## src/rtl/alu_ctl_pkg.sv

```systemverilog
// Shared unit selects, opcodes and sequencer state type for the ALU control slice.
package alu_ctl_pkg;

  // Unit select values placed in address[15:12].
  localparam logic [3:0] MainMemEn    = 4'd0;
  localparam logic [3:0] RegisterEn   = 4'd1;
  localparam logic [3:0] InstrMemEn   = 4'd2;
  localparam logic [3:0] MatrixAluEn  = 4'd3;
  localparam logic [3:0] IntegerAluEn = 4'd4;
  localparam logic [3:0] ExecuteEn    = 4'd5;

  localparam logic [7:0] IntAdd  = 8'h10;
  localparam logic [7:0] IntSub  = 8'h11;
  localparam logic [7:0] IntMult = 8'h12;
  localparam logic [7:0] IntDiv  = 8'h13;
  localparam logic [7:0] OpStop  = 8'hFF;

  typedef enum logic [4:0] {
    StIdle, StRd1, StCap1, StRd2, StCap2,
    StSetOp, StStbOp, StSetA, StStbA, StSetB, StStbB,
    StExec, StRdRes, StCapRes, StWb, StDone, StErr, StHalt
  } seq_state_t;

  // True for the opcodes that run through the full ALU sequence.
  function automatic logic is_int_op(input logic [7:0] op);
    return (op >= IntAdd) && (op <= IntDiv);
  endfunction

endpackage

```

## src/rtl/operand_addr_decode.sv

```systemverilog
// Maps an 8-bit operand/destination field onto a bus address.
module operand_addr_decode
  import alu_ctl_pkg::*;
(
  input  logic [7:0]  field_i,
  output logic [15:0] addr_o
);

  // bit7 picks the register file (16 entries) or main memory (128 entries).
  always_comb begin
    if (field_i[7]) begin
      addr_o = {RegisterEn, 8'h00, field_i[3:0]};
    end else begin
      addr_o = {MainMemEn, 5'h00, field_i[6:0]};
    end
  end

endmodule

```

## src/rtl/int_alu_sequencer.sv

```systemverilog
// Runs one integer instruction at a time: fetch operands, load and fire the ALU, write back.
module int_alu_sequencer
  import alu_ctl_pkg::*;
#(
  parameter int unsigned DATA_W = 256,
  parameter int unsigned ADDR_W = 16
) (
  input  logic              Clk,
  input  logic              nReset,
  input  logic              instr_valid,
  input  logic [31:0]       instr,
  output logic              instr_ready,
  output logic              busy,
  output logic              done,
  output logic              err,
  output logic              halted,
  output logic [ADDR_W-1:0] address,
  output logic              nRead,
  output logic              nWrite,
  output logic [DATA_W-1:0] SeqDataOut,
  input  logic [DATA_W-1:0] BusDataIn,
  input  logic [DATA_W-1:0] IntAluDataOut,
  output logic              opcodeonBus,
  output logic              src1onBus,
  output logic              src2onBus
);

  localparam logic [15:0] AluAddr = {IntegerAluEn, 12'h000};

  seq_state_t        state_q, state_d;
  logic [31:0]       instr_q, instr_d;
  logic [DATA_W-1:0] op1_q, op1_d;
  logic [DATA_W-1:0] op2_q, op2_d;
  logic [DATA_W-1:0] res_q, res_d;
  logic              halt_seen_q;

  logic [7:0]  opcode;
  logic [15:0] src1_addr, src2_addr, dest_addr;

  assign opcode = instr_q[31:24];

  operand_addr_decode u_dec_src1 (.field_i(instr_q[15:8]),  .addr_o(src1_addr));
  operand_addr_decode u_dec_src2 (.field_i(instr_q[7:0]),   .addr_o(src2_addr));
  operand_addr_decode u_dec_dest (.field_i(instr_q[23:16]), .addr_o(dest_addr));

  // State and datapath registers; reset aborts any instruction in flight.
  always_ff @(posedge Clk) begin
    if (!nReset) begin
      state_q     <= StIdle;
      instr_q     <= '0;
      op1_q       <= '0;
      op2_q       <= '0;
      res_q       <= '0;
      halt_seen_q <= 1'b0;
    end else begin
      state_q     <= state_d;
      instr_q     <= instr_d;
      op1_q       <= op1_d;
      op2_q       <= op2_d;
      res_q       <= res_d;
      halt_seen_q <= (state_q == StHalt);
    end
  end

  // Next-state and operand/result capture.
  always_comb begin
    state_d = state_q;
    instr_d = instr_q;
    op1_d   = op1_q;
    op2_d   = op2_q;
    res_d   = res_q;
    unique case (state_q)
      StIdle: begin
        if (instr_valid) begin
          instr_d = instr;
          if (instr[31:24] == OpStop)        state_d = StHalt;
          else if (is_int_op(instr[31:24]))  state_d = StRd1;
          else                               state_d = StErr;
        end
      end
      StRd1:  state_d = StCap1;
      StCap1: begin
        op1_d   = BusDataIn;
        state_d = StRd2;
      end
      StRd2:  state_d = StCap2;
      StCap2: begin
        op2_d = BusDataIn;
        // Divide-by-zero is caught before the ALU is touched.
        if (opcode == IntDiv && BusDataIn == '0) state_d = StErr;
        else                                     state_d = StSetOp;
      end
      StSetOp:  state_d = StStbOp;
      StStbOp:  state_d = StSetA;
      StSetA:   state_d = StStbA;
      StStbA:   state_d = StSetB;
      StSetB:   state_d = StStbB;
      StStbB:   state_d = StExec;
      StExec:   state_d = StRdRes;
      StRdRes:  state_d = StCapRes;
      StCapRes: begin
        res_d   = IntAluDataOut;
        state_d = StWb;
      end
      StWb:     state_d = StDone;
      StDone:   state_d = StIdle;
      StErr:    state_d = StIdle;
      StHalt:   state_d = StHalt;
      default:  state_d = StIdle;
    endcase
  end

  // Bus and status outputs decoded from the current state; at most one strobe low per cycle.
  always_comb begin
    instr_ready = 1'b0;
    busy        = 1'b1;
    done        = 1'b0;
    err         = 1'b0;
    halted      = 1'b0;
    address     = '0;
    nRead       = 1'b1;
    nWrite      = 1'b1;
    SeqDataOut  = '0;
    opcodeonBus = 1'b1;
    src1onBus   = 1'b1;
    src2onBus   = 1'b1;
    unique case (state_q)
      StIdle: begin
        instr_ready = 1'b1;
        busy        = 1'b0;
      end
      StRd1: begin
        address = src1_addr;
        nRead   = 1'b0;
      end
      StCap1: address = src1_addr;
      StRd2: begin
        address = src2_addr;
        nRead   = 1'b0;
      end
      StCap2: address = src2_addr;
      StSetOp, StStbOp: begin
        address     = AluAddr;
        SeqDataOut  = {{(DATA_W-8){1'b0}}, opcode};
        opcodeonBus = (state_q != StStbOp);
      end
      StSetA, StStbA: begin
        address    = AluAddr;
        SeqDataOut = op1_q;
        src1onBus  = (state_q != StStbA);
      end
      StSetB, StStbB: begin
        address    = AluAddr;
        SeqDataOut = op2_q;
        src2onBus  = (state_q != StStbB);
      end
      StExec: begin
        address = AluAddr;
        nWrite  = 1'b0;
      end
      StRdRes: begin
        address = AluAddr;
        nRead   = 1'b0;
      end
      StCapRes: address = AluAddr;
      StWb: begin
        address    = dest_addr;
        SeqDataOut = res_q;
        nWrite     = 1'b0;
      end
      StDone: done = 1'b1;
      StErr: begin
        done = 1'b1;
        err  = 1'b1;
      end
      StHalt: begin
        busy   = 1'b0;
        halted = 1'b1;
        done   = !halt_seen_q;
      end
      default: ;
    endcase
  end

endmodule

```

## config.mk

```make
export PLATFORM = sky130hd
export DESIGN_NAME = int_alu_sequencer
export DESIGN_NICKNAME = d
export VERILOG_FILES = /design/src/rtl/alu_ctl_pkg.sv /design/src/rtl/operand_addr_decode.sv /design/src/rtl/int_alu_sequencer.sv
export SDC_FILE = /design/constraint.sdc
export NUM_CORES = 2
export LEC_CHECK = 0
export ABC_AREA = 0
export BUFFER_PORTS_ARGS = -buffer_cell sky130_fd_sc_hd__buf_2
export CORE_AREA = 2 2 327 329
export DETAILED_ROUTE_END_ITERATION = 16
export DIE_AREA = 0 0 329 331
export PLACE_DENSITY = 0.63
export SLEW_MARGIN = 5
export SYNTH_ARGS = -nofsm -noshare
export SYNTH_HDL_FRONTEND = slang
export SYNTH_HIERARCHICAL = 1
export SYNTH_SLANG_ARGS = --single-unit
export TNS_END_PERCENT = 30
```

## constraint.sdc

```tcl
create_clock -name Clk -period 1.6 [get_ports Clk]
set_input_delay 0.08 -clock Clk [delete_from_list [all_inputs] [get_ports Clk]]
set_output_delay 0.08 -clock Clk [all_outputs]
set_load 0.1 [all_outputs]
```

# --- Word-level counts from Yosys, hierarchy flattened ---
# Index checks and enable logic that the tools add are counted.
word_totals:
  rom_bits: 0
  input_bits: 547
  memories: 0
  ff_bits: 806
  latch_bits: 0
  out_inout_bits: 282
  ramBits: 0
classes:
  n_shift: 0
  muxes: 20
  magnitude_cmp: 2
  n_bitwise: 0
  n_reduce_logical: 16
  div: 0
  mul: 0
  n_eq_ne: 23
  addsub: 0
ops:
  columns: ["op", "count"]
  rows:
  - ["$pmux 256 s4", 1]
  - ["$logic_not 256->1", 1]
  - ["$pmux 5 s16", 1]
  - ["$pmux 16 s4", 1]
  - ["$eq 5x4->1 const B", 8]
  - ["$mux 13", 3]
  - ["$eq 5x3->1 const B", 4]
  - ["$mux 5", 4]
  - ["$reduce_or 2->1", 8]
  - ["$eq 5x2->1 const B", 2]
  - ["$eq 5x5->1 const B", 2]
  - ["$ne 5x4->1 const B", 2]
  - ["$mux 1", 9]
  - ["$reduce_or 9->1", 1]
  - ["$eq 8x5->1 const B", 1]
  - ["$eq 8x8->1 const B", 1]
  - ["$ge 8x5->1 const B", 1]
  - ["$le 8x5->1 const B", 1]
  - ["$eq 5x1->1 const B", 1]
  - ["$logic_not 5->1", 1]
  - ["$ne 5x3->1 const B", 1]
  - ["$reduce_or 3->1", 1]
  - ["$logic_and 1x1->1", 2]
  - ["$ne 2x2->1 const B", 1]
  - ["3 further kinds", 3]

# --- Longest topological paths before layout ---
depth:
  ltp_word: 6
  ltp_mapped: 8
  ltp_nobuf: 5

# --- By module ---
# Netlist, hierarchy kept.
modules_own_cells:
  columns: ["mod", "cells_per_inst", "n_inst", "area_per_inst_um2", "seq_area_each_um2"]
  rows:
  - ["int_alu_sequencer", 4311, 1, 32747.7, 16135.5]
  - ["operand_addr_decode", 17, 3, 120.1, 0.0]

# --- Least setup slack after synthesis ---
# Ideal clock, no wire load.
synth_path:
  kind: "reg-to-output"
  from: "register state_q[2]"
  to: "output done"
  path_buffers: 1
  required_time_ns: 1.520
  path_slack_ns: -1.300
  stages_incl_launch_ff: 5
  arrival_ns: 2.820
  path_cell_list: "dfxtp_1 -> buf_6 -> and2b_4 -> nand2_1 -> o21ai_0"
synth_between:
  elab_chain_cells: 3
synth_rtl:
  columns: ["item", "line_no", "source"]
  rows:
  - ["from (decl)", "int_alu_sequencer.sv:30", "seq_state_t state_q, state_d;"]
  - ["from (signal assigned)", "int_alu_sequencer.sv:49", "state_q <= StIdle;"]
  - ["from (signal assigned)", "int_alu_sequencer.sv:56", "state_q <= state_d;"]
  - ["$eq 5x5->1 / $eq 5x4->1 (equally long branches)", "int_alu_sequencer.sv:127", "unique case (state_q)"]
  - ["$reduce_or 2->1 (no line)", null, null]
  - ["$pmux 1 s2 *", "int_alu_sequencer.sv:127", null]
  - ["to (decl)", "int_alu_sequencer.sv:14", "output logic done,"]
# Mark *: on every way between the ends. The rest lies on a longest branch, timed or not.

# --- Worst setup path after layout ---
layout_path:
  from: "register state_q[2]"
  to: "output SeqDataOut[239]"
layout_between:
  elab_chain_cells: 3
layout_rtl:
  columns: ["item", "line_no", "source"]
  rows:
  - ["$eq 5x4->1 / $eq 5x3->1 (equally long branches)", "int_alu_sequencer.sv:127", null]
  - ["$reduce_or 2->1", null, null]
  - ["$pmux 256 s4 *", "int_alu_sequencer.sv:127", null]
  - ["to (decl)", "int_alu_sequencer.sv:20", "output logic [DATA_W-1:0] SeqDataOut,"]
# Marked as above.

==> results.json <==
{
  "hold_ws_ns": 0.2092,
  "r2r_slack_ns": -0.63,
  "ys_seq_elements": 806,
  "antenna_found_initial": 24,
  "synthesis.area_um2": 33110,
  "p_switching_mw": 10.40,
  "core.rowCount": 119,
  "post-route-min-period_ns": 2.815,
  "final_nets": 6526,
  "grt_pass1_wl_mm": 228.2,
  "worstReg2RegStart": "state_q[1]$_SDFFE_PN0P_",
  "hold_viol": 0,
  "clk_pin_slew_ns": 0.06,
  "rr_worst_depth": 10,
  "core_um2": 105000,
  "powerDensity_nw_per_um2": 801.0,
  "slew_headroom": 0.4473,
  "cts_tree": "yes",
  "synthFlopType": "dfxtp_1",
  "fmax_mhz": 355.2,
  "syn_area_per_cell_um2": 7.590,
  "ctsHtreeMaxLevel": 3,
  "fp.dieW_um": 329,
  "root_buffer": "clkbuf_16",
  "hold_class": "input port to flip-flop",
  "clk_latency_ns": 0.66,
  "fin_skew_ns": 0.01525,
  "r2r_end": "op2_q[70]$_SDFFE_PN0N_",
  "power.share.clock": 0.468,
  "clk_path_buf_depth": 3,
  "tightest_slew_ns": 0.8215,
  "yosysSeqAreaShare": 0.4874,
  "overflow": 0,
  "vias": 39320,
  "worstHoldPathCells": 4,
  "switching_share": 0.2334,
  "critPathRequiredTime_ns": 1.52,
  "synthCells": 4362,
  "power_leakage_nw": 22.42,
  "arrival_ns": 2.74,
  "maxCapViolations": 0,
  "chipHeight_um": 331,
  "yosysWarnings": 6,
  "comb_power_share": 0.079,
  "criticalPathCategory": "flip-flop to output port",
  "peakVddDrop_uv": 777.8,
  "antenna_left": 0,
  "drc": 0,
  "post-route-util": 0.5300,
  "clock_sink_count": 806,
  "setup_ws_ns": -1.215,
  "drive_above_1_share": 0.2652,
  "start_kind": "flip-flop",
  "postSynth.asyncResetShare": 0,
  "power_frac_seq": 0.453,
  "cp-end-kind": "output port",
  "place_congestion": 0.9502,
  "status": "finished with violations",
  "violations": "setup timing",
  "area_growth_pct": 68.03,
  "wl_per_cell_um": 21.17,
  "die_area_um2": 108900,
  "grt_max_degree": 107,
  "grt.total_usage": 0.2722,
  "routed_via_density": 5.273,
  "finalSetupViolCount": 1079,
  "finalPower_mw": 44.56,
  "numCtsBuffers": 88,
  "hold_path_end": "instr_q[17]$_SDFFE_PN0P_",
  "port_buffers": 821,
  "synth_cell_type_count": 50,
  "start_util": 0.3154,
  "finalWirelength_mm": 157.8,
  "final_cell_mix": "nand2_1, dfxtp_1, a21oi_1",
  "dpl.hpwl_mm": 107.5,
  "min_from": "instr[17]",
  "internal_power_mw": 34.16,
  "min_period_over_period": 1.759,
  "crit_fanout": 9,
  "synth_edf_count": 0,
  "final_common_cell": "nand2_1",
  "dr.pass1.iters": 13,
  "grt_setup_unrepaired": "true",
  "grt_pass1_vias": 38033,
  "slew_viol_final": 0,
  "io_pins": 829,
  "first_iter_violations": 5314
}
==> state kept, by name, indices dropped and copies added, names as in the netlist <==
register and count:
res_q 256, op2_q 256, state_q 5, halt_seen_q 1
instr_q 32, op1_q 256
==> power by group through the flow <==
| stage | Combinational [mW] | Clock [mW] | Sequential (mW) |
|---|---|---|---|
| 4_1_cts | 3.39 | 21.1 | 20.2 |
| 3_5_place_dp | 2.29 | 0 | 20.6 |
| 2_1_floorplan | 0.675 | 0 | 20.6 |
| 6_report | 3.52 | 20.9 | 20.2 |
| 5_1_grt | 3.68 | 21.9 | 20.2 |
| 3_3_place_gp | 2.29 | 0 | 20.6 |
==> per-stage QoR <==
step                      worst slack [ns]  setup TNS [ns]  instance area [µm²]  std cells
after floorplan                    -0.8870         -158.60                33390       4383
after global placement             -0.6394         -343.44                46000       6675
after detailed placement           -0.6746         -369.74                46000       6675
after CTS                           -1.182         -536.26                55190       7425
after global routing                -1.272         -682.19                55630       7455
final                               -1.215         -597.54                55630       7457
==> area by class of cell <==
| class | instances | area (µm²) |
|---|---|---|
| Antenna cell | 18 | 45.04 |
| Multi-Input combinational cell | 2926 | 14360 |
| Tap cell | 1391 | 1740 |
| Fill cell | 9212 | 49340 |
| Inverter | 251 | 989.7 |
| Sequential cell | 806 | 16150 |
| Clock inverter | 27 | 335.3 |
| Timing Repair Buffer | 1906 | 19390 |
| Clock buffer | 132 | 2619 |
==> how the worst max path moves through the flow <==
| stage | start | end | slack (ns) |
|---|---|---|---|
| final | state_q[2]$_SDFFE_PN0P_ | SeqDataOut[239] | -1.22 |
| after global routing | state_q[0]$_SDFFE_PN0P_ | SeqDataOut[239] | -1.27 |
| after CTS | state_q[1]$_SDFFE_PN0P_ | SeqDataOut[231] | -1.18 |
| after detailed placement | state_q[0]$_SDFFE_PN0P_ | address[0] | -0.67 |
| after global placement | state_q[4]$_SDFFE_PN0P_ | SeqDataOut[102] | -0.64 |
| after floorplan | state_q[0]$_SDFFE_PN0P_ | address[14] | -0.89 |
==> logic make-up after synthesis <==
kind of cell,Yosys count,synth area share
AOI/OAI and AO/OA,1091,0.2063
and+or+nand+nor,1808,0.2167
xor gates and xnor gates,3,0.0007938
buffers and inverters,651,0.08851
other,3,0.0003401
DFF,806,0.4874
==> worst max-delay path, stage by stage, from the launching register on <==
cell	delay, ns
dfxtp_4	0.37
buf_4	0.14
nand3_4	0.06
o32a_1	0.19
nor2_4	0.07
buf_12	0.16
buf_16	0.16
buf_16	0.14
a222oi_1	0.42
inv_1	0.15
buf_12	0.19
==> timing repair <==
item / in CTS / in global routing
hold buffers: 546 / 0
setup buffers: 40 / 17
endpoints found under the setup margin: 1077 / 1079
gates cloned: 7 / 7
hold endpoints to repair: 806 / 0
pin swaps: 68 / 42
gates resized for setup: 85 / 45
==> synthesized netlist by cell type, types with 2 or more instances <==
cell type | instances | area share
nand4_1 | 19 | 0.0036
conb_1 | 3 | 0.00034
buf_1 | 6 | 0.00068
inv_1 | 250 | 0.028
a21oi_1 | 800 | 0.12
nor2b_1 | 11 | 0.0021
dfxtp_1 | 806 | 0.49
nand3_1 | 6 | 0.00091
buf_2 | 170 | 0.026
a31oi_1 | 2 | 0.00038
nor4b_1 | 2 | 0.00053
buf_6 | 14 | 0.0048
and3_1 | 6 | 0.0011
nor3_1 | 5 | 0.00076
nor2_1 | 7 | 0.00079
a222oi_1 | 256 | 0.077
or2_2 | 3 | 0.00057
buf_4 | 45 | 0.010
a22oi_1 | 16 | 0.0036
and2_1 | 2 | 0.00038
nor3b_1 | 2 | 0.00045
o21ai_0 | 6 | 0.00091
nor4_1 | 67 | 0.013
nor2_2 | 4 | 0.00076
nand2_1 | 1661 | 0.19
clkbuf_1 | 165 | 0.019
nand2b_1 | 4 | 0.00076
xnor2_1 | 2 | 0.00053
==> per-layer routing <==
| layer | global-route usage | up-vias | wire [µm] |
|---|---|---|---|
| li1 | - | 17936 | - |
| met1 | 0.3339 | 18586 | 61400 |
| met2 | 0.4486 | 2265 | 73460 |
| met3 | 0.04808 | 521 | 13280 |
| met4 | 0.1583 | 12 | 9607 |
| met5 | 0 | - | 82 |
No activity file was read; power rests on OpenSTA's default activity.
